===== src/rtl/stoch_sobel_core.sv =====
// Stochastic-computing Sobel gradient core: one XOR of two correlated
// comparator streams per cycle, counted over a 256-cycle job.
module stoch_sobel_core #(
  parameter int         DIR    = 0,
  parameter logic [7:0] SEED_R = 8'h01,
  parameter logic [7:0] SEED_S = 8'hA5
) (
  input  logic       clk,
  input  logic       reset,
  input  logic       start,
  input  logic [7:0] pixel_1_bin,
  input  logic [7:0] pixel_2_bin,
  input  logic [7:0] pixel_3_bin,
  input  logic [7:0] pixel_4_bin,
  input  logic [7:0] pixel_6_bin,
  input  logic [7:0] pixel_7_bin,
  input  logic [7:0] pixel_8_bin,
  input  logic [7:0] pixel_9_bin,
  output logic [7:0] z_bin,
  output logic       done
);

  // An all-zero seed would lock the LFSR, so it is replaced by 1.
  localparam logic [7:0] SR = (SEED_R == 8'h00) ? 8'h01 : SEED_R;
  localparam logic [7:0] SS = (SEED_S == 8'h00) ? 8'h01 : SEED_S;

  typedef enum logic [1:0] {IDLE, RUN, DONE} state_t;

  state_t     state;
  logic       armed;
  logic [7:0] px1, px2, px3, px4, px6, px7, px8, px9;
  logic [7:0] lfsr_r, lfsr_s;
  logic [8:0] ones, cyc;
  logic [7:0] a_pix, b_pix;
  logic       stream;

  // x^8+x^6+x^5+x^4+1, Fibonacci form, shifting left.
  function automatic logic [7:0] lfsr_next(input logic [7:0] v);
    return {v[6:0], v[7] ^ v[5] ^ v[4] ^ v[3]};
  endfunction

  // NOTE: every output of a combinational block gets a default first, so no path leaves it unassigned and no latch is inferred.
  always_comb begin
    a_pix = px3;
    b_pix = px1;
    if (DIR == 0) begin
      case (lfsr_s[1:0])
        2'd0:    begin a_pix = px3; b_pix = px1; end
        2'd1,
        2'd2:    begin a_pix = px6; b_pix = px4; end
        default: begin a_pix = px9; b_pix = px7; end
      endcase
    end else begin
      case (lfsr_s[1:0])
        2'd0:    begin a_pix = px7; b_pix = px1; end
        2'd1,
        2'd2:    begin a_pix = px8; b_pix = px2; end
        default: begin a_pix = px9; b_pix = px3; end
      endcase
    end
    // Both sides share lfsr_r, so XOR of the streams yields |A-B|.
    stream = (a_pix > lfsr_r) ^ (b_pix > lfsr_r);
  end

  // NOTE: all state uses non-blocking assignments so every register samples pre-edge values.
  // NOTE: the pixel latches are reset too, so an aborted job leaves nothing behind.
  always_ff @(posedge clk or posedge reset) begin
    if (reset) begin
      state  <= IDLE;
      armed  <= 1'b0;
      done   <= 1'b0;
      z_bin  <= 8'h00;
      ones   <= 9'd0;
      cyc    <= 9'd0;
      lfsr_r <= SR;
      lfsr_s <= SS;
      {px1, px2, px3, px4, px6, px7, px8, px9} <= '0;
    end else begin
      case (state)
        IDLE: begin
          // A launch needs start seen high first, so a held-low start never relaunches.
          if (start) begin
            armed <= 1'b1;
          end else if (armed) begin
            armed  <= 1'b0;
            state  <= RUN;
            px1    <= pixel_1_bin;
            px2    <= pixel_2_bin;
            px3    <= pixel_3_bin;
            px4    <= pixel_4_bin;
            px6    <= pixel_6_bin;
            px7    <= pixel_7_bin;
            px8    <= pixel_8_bin;
            px9    <= pixel_9_bin;
            lfsr_r <= SR;
            lfsr_s <= SS;
            ones   <= 9'd0;
            cyc    <= 9'd0;
          end
        end
        RUN: begin
          // Cycles 0..255 accumulate; the extra step at 256 publishes the result.
          if (cyc == 9'd256) begin
            state <= DONE;
            done  <= 1'b1;
            z_bin <= ones[8] ? 8'hFF : ones[7:0];
          end else begin
            ones   <= ones + {8'd0, stream};
            cyc    <= cyc + 9'd1;
            lfsr_r <= lfsr_next(lfsr_r);
            lfsr_s <= lfsr_next(lfsr_s);
          end
        end
        DONE: begin
          if (start) begin
            state <= IDLE;
            done  <= 1'b0;
            armed <= 1'b1;
          end
        end
        default: state <= IDLE;
      endcase
    end
  end

endmodule


===== config.mk =====
export PLATFORM = sky130hd
export DESIGN_NAME = stoch_sobel_core
export DESIGN_NICKNAME = d
export VERILOG_FILES = /design/src/rtl/stoch_sobel_core.sv
export SDC_FILE = /design/constraint.sdc
export NUM_CORES = 1
export LEC_CHECK = 0
export ABC_CLOCK_PERIOD_IN_PS = 5700
export BUFFER_PORTS_ARGS = -buffer_cell sky130_fd_sc_hd__buf_2
export CAP_MARGIN = 0
export CORE_MARGIN = 2
export CORE_UTILIZATION = 60
export CTS_BUF_LIST = sky130_fd_sc_hd__clkbuf_16
export CTS_CLUSTER_DIAMETER = 80
export DETAILED_ROUTE_END_ITERATION = 10
export GPL_ROUTABILITY_DRIVEN = 0
export PLACE_DENSITY = 0.84
export SETUP_SLACK_MARGIN = 0.4
export SYNTH_ARGS = -nofsm -noshare
export SYNTH_HDL_FRONTEND = slang
export SYNTH_SLANG_ARGS = --single-unit

===== constraint.sdc =====
create_clock -name clk -period 5.7 [get_ports clk]
set_input_delay 0.855 -clock clk [delete_from_list [all_inputs] [get_ports clk]]
set_output_delay 0.855 -clock clk [all_outputs]
set_load 0.05 [all_outputs]

==> results by group <==
Synthesis
  • Synth Register Bits: 94
  • Synth warnings: 0
  • Main synth FF type: dfrtp_1
  • Most area-consuming cells after synthesis: dfrtp_1 46%, mux2_4 13%, ha_1 5.7%, nand2_1 3.2%, o21ai_0 3.1%
  • Post-synth EDFFs: 0
  • Synth top cells by count: 89 x dfrtp_1, 41 x nand2_1, 40 x mux2_4
  • Syn_area_per_cell: 11.7 um2
  • Ys async rst share: 1.00
  • Unique masters post-synth: 43
  • Synth top area share: 0.464
  • Post-synth net total: 501
  • Most common cell in the synthesized netlist: dfrtp_1
  • Synth Instances: 412
  • Register area share after synthesis: 0.491
  • Largest area contributor in the netlist: dfrtp_1
  • Synth Cell Area: 4800 um2

GRT
  • Total gr overflow: 0
  • Antenna violations before repair: 0
  • GRT Overall Usage: 0.231
  • Largest net degree at the start of global routing: 58
  • Vias in the first global route: 3295
  • First-pass GRT wire length: 15600 um

Power
  • Leakage: 2.48 nW
  • Sequential Power Share: 0.361
  • Total power: 3.26 mW
  • Peak VDD IR: 0.321 mV
  • Pwr Density: 603 nW/um2
  • Share of total power in combinational logic: 0.443
  • P_sw: 1.22 mW
  • Int Power: 2.04 mW
  • Net Sw Frac: 0.375
  • Clock Power Share: 0.196

Place
  • Port Buffers: 59
  • HPWL after DPL: 6190 um
  • DP Cell Count: 554
  • Post-DP Area: 5090 um2
  • Worst slack at placement: 1620 ps

Timing
  • F_max: 0.241 GHz
  • Unrepaired setup endpoints after global routing: false
  • Worst Slack Setup Final: 1550 ps
  • Relative slew slack: 0.322
  • Final TNS setup: 0 ps
  • Final Hold Vio Count: 0
  • Final setup viols: 0
  • Hold WS: 473 ps
  • Period Utilization, post-route: 0.727
  • Final min period: 4150 ps
  • Final clock skew: 5.43 ps
  • Slew Limit Fails: 0
  • Worst Max-Slew Pin Slew: 1010 ps

Final layout
  • N_diodes: 0
  • Layout cell share with drive strength beyond 1: 0.301
  • Final Cell Area: 5410 um2
  • Area delta synth->final: 12.7%
  • Nets: 552
  • Final Non-Filler Cells: 570
  • Final Core Density: 0.701

Die
  • I/O pin count: 76
  • Total core area: 7730 um2
  • Die ar.: 8740 um2
  • Initial Util: 0.622
  • Std-Cell Rows: 32
  • Die height: 93.5 um
  • Die width: 93.5 um

Clocking
  • Clk_lat worst skew: 340 ps
  • CTS tree: yes
  • Number of H-tree levels: 3
  • CTS sink cnt: 94
  • Clock Path Buffers: 2
  • Post-CTS Resized: 0
  • Worst-path clk slew: 70 ps
  • Clock root buffer: clkbuf_16
  • CTS Hold Bufs: 0
  • CTS Buf Count: 9
  • Post-CTS Setup Bufs: 0

Route
  • Avg Vias per Cell: 5.78
  • Routed wire per std cell: 16.5 um
  • Detailed-route wire length: 9390 um
  • Via Count: 3297
  • Iter 0 DRT Violations: 164
  • DRC: 0
  • Final antenna-violating net count: 0
  • DR pass1 iterations: 4

Setup path
  • CP Max Fanout: 16
  • CP cell instances: inv_1, ha_1, a22oi_1, o21ai_0, ha_1, nor2b_1, o211ai_1, a21oi_1, o22ai_1, xor2_1, ha_1, ha_1, nand3_1, nor3_1, nor2_1, o21ai_1, o21ai_1
  • Worst r2r src: lfsr_s[0]
  • Beginning of the critical path: lfsr_s[0]
  • CP max-delay cell: ha_1
  • FF-to-FF setup slack: 1550 ps
  • Worst Setup End Kind: flip-flop
  • Worst EP arrival: 4370 ps
  • CP max stage delay: 660 ps
  • CP Data Required Time: 5920 ps
  • CP most frequent cell: ha_1
  • CP Launch Type: flip-flop
  • Critical path class: flip-flop to flip-flop

Min path
  • Min-delay src: cyc[8]
  • Min-Delay Path Class: flip-flop to flip-flop

Outcome
  • Status: finished clean

Flow run
  • Max Cap Viol: 0
-- metal layers --
layer,vias to the layer above,share of wire,track usage
met3,21,0.041,0.0451
li1,1568,-,-
met2,92,0.48,0.378
met4,0,0.028,0.0993
met5,-,0,0
met1,1616,0.45,0.301
-- final cells by class --
class	count	area (um2)
Sequential cell	94	2360
Fill cell	554	2310
Multi-Input combinational cell	283	2240
Timing Repair Buffer	61	310
Clock buffer	9	225
Tap cell	102	128
Clock inverter	7	96.3
Inverter	14	56.3
-- cell usage in the layout, fill, tap and decap left out, types with 2 or more instances in the layout --
master and n:
a22oi_1 16, buf_2 59, a21oi_1 12, xnor2_1 4
nand2_1 41, nand4_1 6, nor4b_4 3, dfrtp_1 89
nor2b_1 2, inv_1 13, a22o_1 3, o22ai_2 7
dfstp_2 5, clkinvlp_4 2, mux2_1 8, and2_1 3
and3_1 2, nand3_1 9, clkbuf_16 9, o22a_1 2
o211ai_1 2, buf_4 2, nor3_1 3, o21ai_0 30
o21ai_2 3, a31oi_1 3, o31ai_1 4, ha_1 22
xor2_1 5, inv_6 2, mux2_4 40, o21ai_1 18
nor2_1 24, bufinv_16 2
-- registers in the layout, indices dropped and copies added, names as in the netlist --
register and flops:
lfsr_r 8, px7 8, state 2, px4 8, lfsr_s 8, armed 1, px6 8, cyc 9
ones 9, px9 8, done 1, px3 8, z_bin 8, px1 8
-- final timing paths --
path	endpoint	depth (start not counted)
worst max-delay path	ones[8]	17
worst min-delay path	cyc[8]	1
worst max register to register	ones[8]	17
worst min register to register	cyc[8]	1
max in group asynchronous	cyc[6]	3
min in group asynchronous	px6[0]	2
-- power groups by stage --
stage	combinational, mW	clock (mW)	sequential [mW]
finish	1.44	0.641	1.18
global route	1.61	0.678	1.21
CTS	1.44	0.652	1.18
detailed placement	1.41	0	1.18
global placement	1.34	0	1.16
floorplan	1.12	0	1.16
-- worst max-delay path: cells and delay by family (launching register included) --
family,cells,cell delay [ps]
xor+xnor,1,230
fa+ha+maj,4,1420
compound gates,7,1140
simple gates,4,630
buf+inv,1,70
flops,1,530
-- kinds of logic (layout without fill, tap and decap cells) --
group / count (synthesis) / count (layout) / share of synthesized area
xor+xnor: 9 / 9 / 0.0164
fa+ha+maj: 22 / 22 / 0.0573
buf+inv: 35 / 91 / 0.0430
flops: 94 / 94 / 0.491
mux: 48 / 48 / 0.144
simple gates: 99 / 99 / 0.105
compound gates: 105 / 105 / 0.143
Note: power is estimated with default switching activity, not from simulation.
